## config.mk

```make
export PLATFORM = sky130hd
export DESIGN_NAME = mux14_rr_arbiter
export DESIGN_NICKNAME = d
export VERILOG_FILES = /design/src/rtl/mux14_rr_arbiter_pkg.sv /design/src/rtl/mux14_rr_arbiter_mux.sv /design/src/rtl/mux14_rr_arbiter.sv
export SDC_FILE = /design/constraint.sdc
export NUM_CORES = 1
export LEC_CHECK = 0
export CELL_PAD_IN_SITES_DETAIL_PLACEMENT = 1
export CELL_PAD_IN_SITES_GLOBAL_PLACEMENT = 1
export CORE_ASPECT_RATIO = 1.25
export CORE_MARGIN = 2
export CORE_UTILIZATION = 35
export DETAILED_ROUTE_END_ITERATION = 6
export DONT_BUFFER_PORTS = 1
export PLACE_DENSITY_LB_ADDON = 0.1
export SYNTH_ARGS = -nofsm -noshare
export SYNTH_HDL_FRONTEND = slang
export SYNTH_HIERARCHICAL = 1
export SYNTH_SLANG_ARGS = --single-unit
export TNS_END_PERCENT = 1
```

## constraint.sdc

```tcl
create_clock -name Clk -period 2.2 [get_ports Clk]
set_input_delay 0.33 -clock Clk [delete_from_list [all_inputs] [get_ports Clk]]
set_output_delay 0.33 -clock Clk [all_outputs]
set_load 0.01 [all_outputs]
```

## src/rtl/mux14_rr_arbiter_pkg.sv

```systemverilog
// Shared constants and state encoding for the 14-bit two-requester arbiter.
package mux14_rr_arbiter_pkg;

    localparam int DATA_W        = 14;
    localparam int CNT_W_DEFAULT = 8;

    typedef enum logic [1:0] {
        IDLE   = 2'd0,
        HOLD_A = 2'd1,
        HOLD_B = 2'd2
    } arb_state_t;

endpackage

```

## src/rtl/mux14_rr_arbiter_mux.sv

```systemverilog
// 14-bit 2:1 multiplexer: sel=0 passes inA, sel=1 passes inB.
module Mux14Bit2to1
    import mux14_rr_arbiter_pkg::*;
(
    input  logic [DATA_W-1:0] inA,
    input  logic [DATA_W-1:0] inB,
    input  logic              sel,
    output logic [DATA_W-1:0] out
);

    assign out = sel ? inB : inA;

endmodule

```

## src/rtl/mux14_rr_arbiter.sv

```systemverilog
// Two-requester round-robin arbiter feeding one registered 14-bit output slot.
// Ties go to the requester not served last; a draining slot can be refilled
// in the same cycle so back-to-back traffic runs at one word per clock.
module mux14_rr_arbiter
    import mux14_rr_arbiter_pkg::*;
#(
    parameter int CNT_W = CNT_W_DEFAULT
) (
    input  logic              Clk,
    input  logic              Reset,
    input  logic              ReqA,
    input  logic [DATA_W-1:0] DataA,
    output logic              AckA,
    input  logic              ReqB,
    input  logic [DATA_W-1:0] DataB,
    output logic              AckB,
    output logic [DATA_W-1:0] OutData,
    output logic              OutValid,
    input  logic              OutReady,
    output logic              Sel,
    output logic [CNT_W-1:0]  CountA,
    output logic [CNT_W-1:0]  CountB
);

    arb_state_t        state;
    logic              last_b;
    logic              cap_en;
    logic              win_b;
    logic              any_req;
    logic [DATA_W-1:0] mux_data;

    // Capture decision, winner, Acks and select; all forced low during reset.
    always_comb begin
        cap_en  = (state == IDLE) || (OutValid && OutReady);
        any_req = ReqA || ReqB;
        win_b   = ReqB && (!ReqA || !last_b);
        AckA    = !Reset && cap_en && ReqA && !win_b;
        AckB    = !Reset && cap_en && win_b;
        if (Reset)
            Sel = 1'b0;
        else if (cap_en && any_req)
            Sel = win_b;
        else
            Sel = (state == HOLD_B);
    end

    Mux14Bit2to1 u_mux (
        .inA (DataA),
        .inB (DataB),
        .sel (Sel),
        .out (mux_data)
    );

    // Slot FSM: capture the winner, drain to IDLE, or hold under backpressure.
    always_ff @(posedge Clk or posedge Reset) begin
        if (Reset) begin
            state    <= IDLE;
            OutData  <= '0;
            OutValid <= 1'b0;
            last_b   <= 1'b1;
            CountA   <= '0;
            CountB   <= '0;
        end else if (AckA || AckB) begin
            OutData  <= mux_data;
            OutValid <= 1'b1;
            last_b   <= AckB;
            if (AckB) begin
                state <= HOLD_B;
                if (CountB != {CNT_W{1'b1}})
                    CountB <= CountB + 1'b1;
            end else begin
                state <= HOLD_A;
                if (CountA != {CNT_W{1'b1}})
                    CountA <= CountA + 1'b1;
            end
        end else if (OutValid && OutReady) begin
            state    <= IDLE;
            OutValid <= 1'b0;
        end
    end

endmodule

```

==> results.tsv <==
metric	value	unit
leading post-synthesis cells by instance count	dfrtp_1, mux2_2, nand2_1	
final number of max-transition violations	0	
total via count after detailed routing	1112	
share of total power in the clock network	22.9	%
number of antenna violations at the first check in global routing	0	
total non-filler cell area in the finished layout	1920	sq um
total placed instance area	1810	sq um
sequential share of the synthesized area	49.9	%
maximum level of the CTS H-tree	2	
status	completed	
final worst path period need	2.10	ns
Area contributors post-synth	dfrtp_1, mux2_2, xor2_1	
number of sinks handled by clock tree synthesis	34	
Critical Setup Path Class	register to output port	
maximum number of pins on one net before global-route repair	35	
count of buffers added by post-CTS timing repair for setup	0	
overflow left after global routing	0	
share of layout cells above drive strength 1	33.1	%
Layout area overhead	12.2	%
Post-Syn Area	1710	sq um
endpoints failing setup	0	
arrival time of the worst setup path	1.77	ns
final hold viol count	0	
area enclosed by the die boundary	5460	sq um
TritonCTS Buffers	5	
post-synthesis cell type count	38	
count of standard-cell rows	28	
worst-case clock buffer depth	2	
min-delay worst type	input port to async pin	
overall track demand over capacity in global routing	13.6	%
final routed DRC violation total	0	
total power per unit cell area	1270	nW/um^2
Post-CTS Hold Buffers	0	
switching power share of the total	34.6	%
average instance area after synthesis	12.3	sq um
most used flip-flop cell after synthesis	dfrtp_1	
cell with the most instances after synthesis	dfrtp_1	
final cycle utilization of the critical path	95.5	%
switching pwr	840	uW
peak fanout along the critical path	8	
cell-internal power	1590	uW
Die Y	82.1	um
Max-slew headroom	69.3	%
count of nets after finishing	182	
placeable core region	4730	sq um
area fraction of the dominant cell type after synthesis	48.4	%
total half-perimeter wirelength after legalization and detailed placement	2610	um
syn_nets	174	
Clock Skews	0.00324	ns
Gate Count Post-Synth	139	
Post-synth ARST share	100	%
total of buffers placed on input and output ports	0	
number of global-route vias before repair	1219	
clock network latency to the later pin of the worst-skew pair	0.28	ns
worst-margin pin slew	0.458	ns
library cell used as clock root buffer	clkbuf_8	
number of max-cap violations	0	
ratio of routed vias to standard cells	5.35	
number of nets still failing antenna checks after routing	0	
boundary pin count	67	
Comb power frac	26.3	%
average wire length per cell after detail routing	16.1	um
final-layout setup total negative slack	0	ns
maximum vdd drop	0.432	mV
number of enable flip-flop cells after synthesis	0	
clock-pin slew reported for the worst setup and hold paths after clock tree synthesis	0.07	ns
TritonCTS clock tree	yes	
reported leakage power	0.000816	uW
number of synthesized register bits	34	
initial standard-cell utilization of the core	36.1	%
cell taking the most area after synthesis	dfrtp_1	
overall routed net length	3350	um
initial drt markers	18	
Ant. Diodes	0	
die span in x	66.5	um
Seq pwr share	50.8	%
fill cell total of the finished layout	519	
Required @ worst endpoint	1.87	ns
cells resized by post-CTS repair	0	
Routability Congestion	0.741	
Max Fclk	0.476	GHz
type of origin of the critical path	register	
kind of end point of the critical path	output port	
setup repair after global routing missed its margin	no	
wire length of the first global-routing pass	5540	um
count of synthesis-stage warnings from yosys	6	
number of search-and-repair iterations in the first detailed-routing pass	3	
## final cells by class
class	count	area, sq um	area share, %
well taps	60	75.1	3.92
flip-flops and latches	34	852	44.5
inverters	3	11.3	0.588
multi-input cells	99	826	43.1
clock buffers	5	68.8	3.59
repair buffers	4	42.5	2.22
clock inverters	3	40.0	2.09
## final timing paths
| check | from | slack, ns | depth (start not counted) | endpoint |
|---|---|---|---|---|
| min in group Clk | OutReady | 0.21 | 2 | OutValid |
| max in group asynchronous | Reset | 1.84 | 2 | last_b |
| max | OutValid | 0.1 | 3 | AckA |
| min reg2reg | state[1] | 0.54 | 1 | state[1] |
| min | Reset | 0.03 | 2 | state[1] |
| max reg2reg | OutValid | 0.18 | 4 | CountA[1] |
## routing by layer
metal	routed length, um	GRT usage [%]	vias to the layer above
li1	-	-	516
met1	1180	12.7	544
met2	1860	25.6	46
met3	253	5.42	6
met4	53	6.12	0
met5	0	0	-
## power by group through the flow
| stage | Combinational (uW) | Sequential [uW] | Clock (uW) |
|---|---|---|---|
| after global placement | 627 | 1240 | 0 |
| final | 639 | 1230 | 555 |
| after floorplan | 540 | 1180 | 0 |
| after detailed placement | 652 | 1260 | 0 |
| after CTS | 657 | 1240 | 587 |
| after global routing | 712 | 1280 | 614 |
## through the flow
step,total power (uW),setup slack [ns],utilization [%],hold slack (ns),std cells
finish,2430,0.0992,40.5,0.0281,208
global route,2610,0.00414,40.5,0.0565,208
CTS,2490,0.0761,40.5,0.0399,208
detailed placement,1910,0.183,38.2,0.351,200
global placement,1870,0.214,38.2,0.348,200
floorplan,1720,0.132,-,0.471,139
## cells in the final DEF, fill, tap and decap left out, types with 3 or more instances in the layout
cell / Yosys / final
dfrtp_1: 33 / 33
buf_4: 1 / 3
nand3_1: 7 / 7
clkbuf_8: 0 / 5
nor2_1: 6 / 6
xnor2_1: 4 / 4
mux2_2: 29 / 29
xor2_1: 6 / 6
nand2_1: 10 / 10
mux2_1: 3 / 3
nand4_1: 4 / 4
## kinds of logic (layout without fill, tap and decap cells)
kind of cell	after synthesis	after routing	share of synthesized area, %
and+or+nand+nor	41	41	14.1
DFF	34	34	49.9
muxes	32	32	21.1
AOI/OAI and AO/OA	14	14	6.23
xor gates and xnor gates	10	10	5.13
buffers and inverters	6	15	2.05
adders and majority gates	2	2	1.46
## worst max-delay path, cell delays in order (launching register included)
cell and delay, ns:
dfrtp_1 0.50, a2bb2oi_2 0.12, or4b_1 0.71, inv_2 0.17
## sequential cells by signal (all words and copies together) (netlist names)
signal,count
CountA,8
CountB,8
OutData,14
OutValid,1
last_b,1
state,2
No activity file was read; power rests on OpenSTA's default activity.
